`config.mk`:
```
export PLATFORM = sky130hd
export DESIGN_NAME = mul_seq_ctrl
export DESIGN_NICKNAME = d
export VERILOG_FILES = /design/src/rtl/mul_seq_pkg.sv /design/src/rtl/mult2x2_core.sv /design/src/rtl/mul_seq_ctrl.sv
export SDC_FILE = /design/constraint.sdc
export NUM_CORES = 1
export LEC_CHECK = 0
export ABC_AREA = 1
export CAP_MARGIN = 20
export CORE_MARGIN = 2
export CORE_UTILIZATION = 49
export DETAILED_ROUTE_END_ITERATION = 16
export PLACE_DENSITY = 0.75
export SETUP_SLACK_MARGIN = 0.4
export SYNTH_ARGS = -nofsm -noshare
export SYNTH_HDL_FRONTEND = slang
export SYNTH_SLANG_ARGS = --single-unit
```
`constraint.sdc`:
```
create_clock -name clk -period 2.5 [get_ports clk]
set_input_delay 0.625 -clock clk [delete_from_list [all_inputs] [get_ports clk]]
set_output_delay 0.625 -clock clk [all_outputs]
set_load 0.01 [all_outputs]
```
`src/rtl/mul_seq_pkg.sv`:
```
// Shared types and widths for the sequential digit-serial multiplier.
package mul_seq_pkg;

   typedef enum logic [1:0] {IDLE, CALC, DONE} state_t;

   localparam int DIGIT_W = 2;
   localparam int PP_W    = 4;

endpackage

```
`src/rtl/mult2x2_core.sv`:
```
// Combinational 2x2 unsigned multiply: the single partial-product engine.
module mult2x2_core
   import mul_seq_pkg::*;
(
   input  logic [DIGIT_W-1:0] x,
   input  logic [DIGIT_W-1:0] y,
   output logic [PP_W-1:0]    p
);

   assign p = PP_W'(x) * PP_W'(y);

endmodule

```
`src/rtl/mul_seq_ctrl.sv`:
```
// Sequential WxW unsigned multiplier sharing one 2x2 core over (W/2)^2 steps.
// Optional early termination on zero upper multiplicand digits: MUL_SEQ_ZERO_SKIP_EN.
module mul_seq_ctrl
   import mul_seq_pkg::*;
#(
   parameter int W = 4
) (
   input  logic           clk,
   input  logic           rst_n,
   input  logic           start,
   input  logic [W-1:0]   a,
   input  logic [W-1:0]   b,
   output logic           busy,
   output logic           done,
   output logic [2*W-1:0] out
);

   localparam int unsigned D     = W / 2;
   localparam int unsigned S     = D * D;
   localparam int          KW    = (S > 1) ? $clog2(S) : 1;
   localparam int          ACC_W = 2 * W;

   state_t               state, state_nxt;
   logic [KW-1:0]        k;
   logic [W-1:0]         a_r, b_r;
   logic [ACC_W-1:0]     acc, acc_sum;
   logic [DIGIT_W-1:0]   a_dig, b_dig;
   logic [PP_W-1:0]      pp;
   logic                 last_step, skip;
   int unsigned          i_idx, j_idx;

   mult2x2_core u_core (
      .x (a_dig),
      .y (b_dig),
      .p (pp)
   );

   // Step k walks the a digits slowly (outer) and b digits fast (inner).
   always_comb begin
      i_idx     = 32'(k) / D;
      j_idx     = 32'(k) % D;
      a_dig     = a_r[DIGIT_W*i_idx +: DIGIT_W];
      b_dig     = b_r[DIGIT_W*j_idx +: DIGIT_W];
      acc_sum   = acc + (ACC_W'(pp) << (DIGIT_W * (i_idx + j_idx)));
      last_step = (k == KW'(S - 1));
`ifdef MUL_SEQ_ZERO_SKIP_EN
      skip      = ((a_r >> (DIGIT_W * i_idx)) == '0);
`else
      skip      = 1'b0;
`endif
   end

   always_comb begin
      state_nxt = state;
      busy      = 1'b0;
      done      = 1'b0;
      case (state)
         IDLE: begin
            if (start) state_nxt = CALC;
         end
         CALC: begin
            busy = 1'b1;
            if (skip || last_step) state_nxt = DONE;
         end
         DONE: begin
            busy      = 1'b1;
            done      = 1'b1;
            state_nxt = IDLE;
         end
         default: state_nxt = IDLE;
      endcase
   end

   always_ff @(posedge clk or negedge rst_n) begin
      if (!rst_n) begin
         state <= IDLE;
         k     <= '0;
         a_r   <= '0;
         b_r   <= '0;
         acc   <= '0;
         out   <= '0;
      end else begin
         state <= state_nxt;
         case (state)
            IDLE: begin
               if (start) begin
                  a_r <= a;
                  b_r <= b;
                  acc <= '0;
                  k   <= '0;
               end
            end
            CALC: begin
               // A skip cycle contributes nothing: the remaining digits are zero.
               if (skip) begin
                  out <= acc;
               end else if (last_step) begin
                  out <= acc_sum;
               end else begin
                  acc <= acc_sum;
                  k   <= k + 1'b1;
               end
            end
            default: ;
         endcase
      end
   end

endmodule

```
==> flow_summary_export.csv <==
group,metric,value,unit
run_status,status,"finished clean",
synthesis,synth_area_leader_cell,"dfrtp_1",
global_routing,track_usage,19.67,%
drt,drc,0,
synthesis,synth_fp_nets,230,
clocking,root_buffer,"clkbuf_4",
final_layout,final_cells,286,
global_routing,grt_max_degree,29,
synthesis,synthCells,204,
clocking,cts_buffers,3,
clocking,clkTransAtPathRegs,160,ps
synthesis,seq_area_frac_synth,41.85,%
worst_hold_path,hold_start,"out[5]",
synthesis,async_flop_share,100.0,%
setup_path,critPathKind,"flop to flop",
synthesis,yosys_warnings,0,
clocking,clk_path_buf_depth,2,
synthesis,synth_ff_type,"dfrtp_1",
placed_design,place.gp.congestion,0.8204,
synthesis,synth_top_area_share,41.85,%
sta,fin_crit_sh,97.14,%
sta,finalHoldViolations,0,
die,coreArea,3311,um^2
setup_path,critPathCaptureType,"flop",
power_and_ir_drop,p_leak,0.001099,uW
drt,drtPass1Iterations,5,
drt,first_iter_violations,38,
worst_hold_path,hp-class,"flop to flop",
global_routing,grt_pass1_wl,6127,um
final_layout,antenna_cells,0,
sta,rsz0062_at_grt,"true",
final_layout,fillers,270,
placed_design,place_ws,-21.95,ps
setup_path,startpoint,"k[1]",
drt,vias,1447,
synthesis,synth.most_common_cell,"nand2_1",
setup_path,timing.rr.start,"k[1]",
final_layout,syn2layout_area_growth,32.14,%
die,die-width,62.45,um
sta,worst-slew-pin-transition,515.7,ps
final_layout,nets,267,
placed_design,dp.final_hpwl,2326,um
global_routing,antenna_found_initial,0,
power_and_ir_drop,ir_drop,0.6657,mV
final_layout,layout-drive-gt1-share,28.75,%
synthesis,avgSynthCellArea,8.206,um^2
drt,postRouteAntennaNets,0,
sta,max_freq,411.8,MHz
setup_path,start_kind,"flop",
setup_path,crit_arrival,2690,ps
drt,post_drt_wl_per_cell,12.55,um
clocking,hold_buffers,0,
die,initial_core_util,50.57,%
sta,post-route-min-period,2429,ps
placed_design,portBuffers,20,
synthesis,ys_seq_elements,28,
sta,max-slew-margin-rel,65.52,%
die,die_y,62.45,um
sta,timing.hold.ws,499.1,ps
global_routing,grt_overflow,0,
synthesis,syn_area,1674,um^2
drt,wl,3588,um
placed_design,dp_cells,273,
sta,maxSlewViolCount,0,
global_routing,grt_pass1_vias,1432,
drt,viasPerCell,5.059,
sta,skew,11.94,ps
die,die_area,3900,um^2
synthesis,synth-edff-count,0,
setup_path,cp_max_fo,5,
synthesis,synth_area_leaders,"dfrtp_1, nand2_1, ha_1",
final_layout,final_core_util,66.82,%
clocking,clock-sinks,28,
power_and_ir_drop,powerDensity,1395,nW/um^2
sta,setup_slack,71.38,ps
clocking,insertion_delay,340,ps
clocking,htreeDepth,1,
synthesis,post_synth_num_cell_types,24,
sta,setup_viol,0,
setup_path,required,2760,ps
flow_run,maxCapViolCount,0,
die,ioPinCount,21,
die,rows,21,
clocking,cts_tree,"built",
synthesis,synthTopCellsByCount,"nand2_1, dfrtp_1, inv_1, ha_1, nor2_1",
==> metrics by stage <==
stage	TNS [ps]	instance area [um^2]	total power [uW]
final	0	2212	3085
after floorplan	0	1695	1873
after global routing	-299.8	2212	3373
after CTS	0	2093	2747
after global placement	0	1968	2277
after detailed placement	-43.84	1968	2306
==> report_power, final <==
| part | internal (uW) | switching (uW) | total [uW] |
|---|---|---|---|
| Combinational | 991 | 1110 | 2100 |
| Sequential | 637 | 120 | 757 |
| Clock | 89.5 | 139 | 228 |
==> final timing paths <==
check	to	cells after the start	slack, ps
worst max-delay path	acc[7]	14	70
worst min-delay path	out[5]	2	500
worst max register to register	acc[7]	14	70
worst min register to register	out[5]	2	500
max in group asynchronous	k[1]	2	1600
min in group asynchronous	out[2]	2	620
==> state kept, by name, indices dropped and copies added (netlist names) <==
register / cells
acc: 8
a_r: 4
state: 2
out: 8
b_r: 4
k: 2
==> metal layers <==
metal  vias up  track usage, %  share of wire [%]
met5         -               0                  0
met1       689           23.99                 47
met4         0           7.500                2.4
met3         7           3.063                3.3
li1        729               -                  -
met2        22           34.95                 48
==> repair_timing <==
item                       CTS  global route
pin swaps                   15            14
cloned                       0             0
setup buffers                8             1
setup endpoints to repair   16            14
gates resized for setup     12            29
==> final cells by class <==
type,instances,area (um^2),area share [%]
Timing Repair Buffer,34,302.8,13.69
Inverter,22,82.58,3.733
Multi-Input combinational cell,152,1031,46.61
Clock buffer,4,36.28,1.640
Tap cell,46,57.56,2.602
Sequential cell,28,701.9,31.73
==> worst max-delay path, stage by stage (launching register included) <==
cell and delay [ps]:
dfrtp_2 440, mux2i_2 270, nor2_1 80, ha_2 190
ha_4 220, o21ai_2 130, nor2_1 60, ha_1 280
or2_4 250, nand2_4 80, nor2_2 40, nor2_1 90
nand2_1 80, nand3_1 80, nand2_1 50
==> cells in the final DEF (no fill, tap or decap), types with 2 or more instances in the layout <==
master	synthesis	layout
nor2_2	0	3
nand3_2	1	4
or2_4	0	2
buf_4	0	14
o21ai_1	1	4
nor2_1	14	11
o21ai_2	0	2
dfrtp_1	28	27
nand3b_1	3	3
mux2_2	6	6
ha_4	0	4
clkbuf_4	0	3
clkdlybuf4s50_1	0	18
inv_2	1	4
mux2i_2	0	2
nand2_2	4	11
ha_2	0	2
a21oi_2	0	5
dlygate4sd2_1	0	2
nand3_1	12	9
inv_1	21	18
o21ai_0	13	8
a21oi_1	9	4
ha_1	14	8
nand2_1	65	57
==> kinds of logic (layout without fill, tap and decap cells) <==
kind of cell	Yosys count	in the layout	share of synthesized area (%)
buffers and inverters	24	60	6.278
XOR/XNOR	2	2	1.047
multiplexers	8	8	5.231
adder cells (fa/ha/maj)	15	15	11.66
AO/OA/AOI/OAI	25	25	8.146
flip-flops	28	28	41.85
AND/OR/NAND/NOR	102	102	25.78
(Power assumes the default switching activity.)
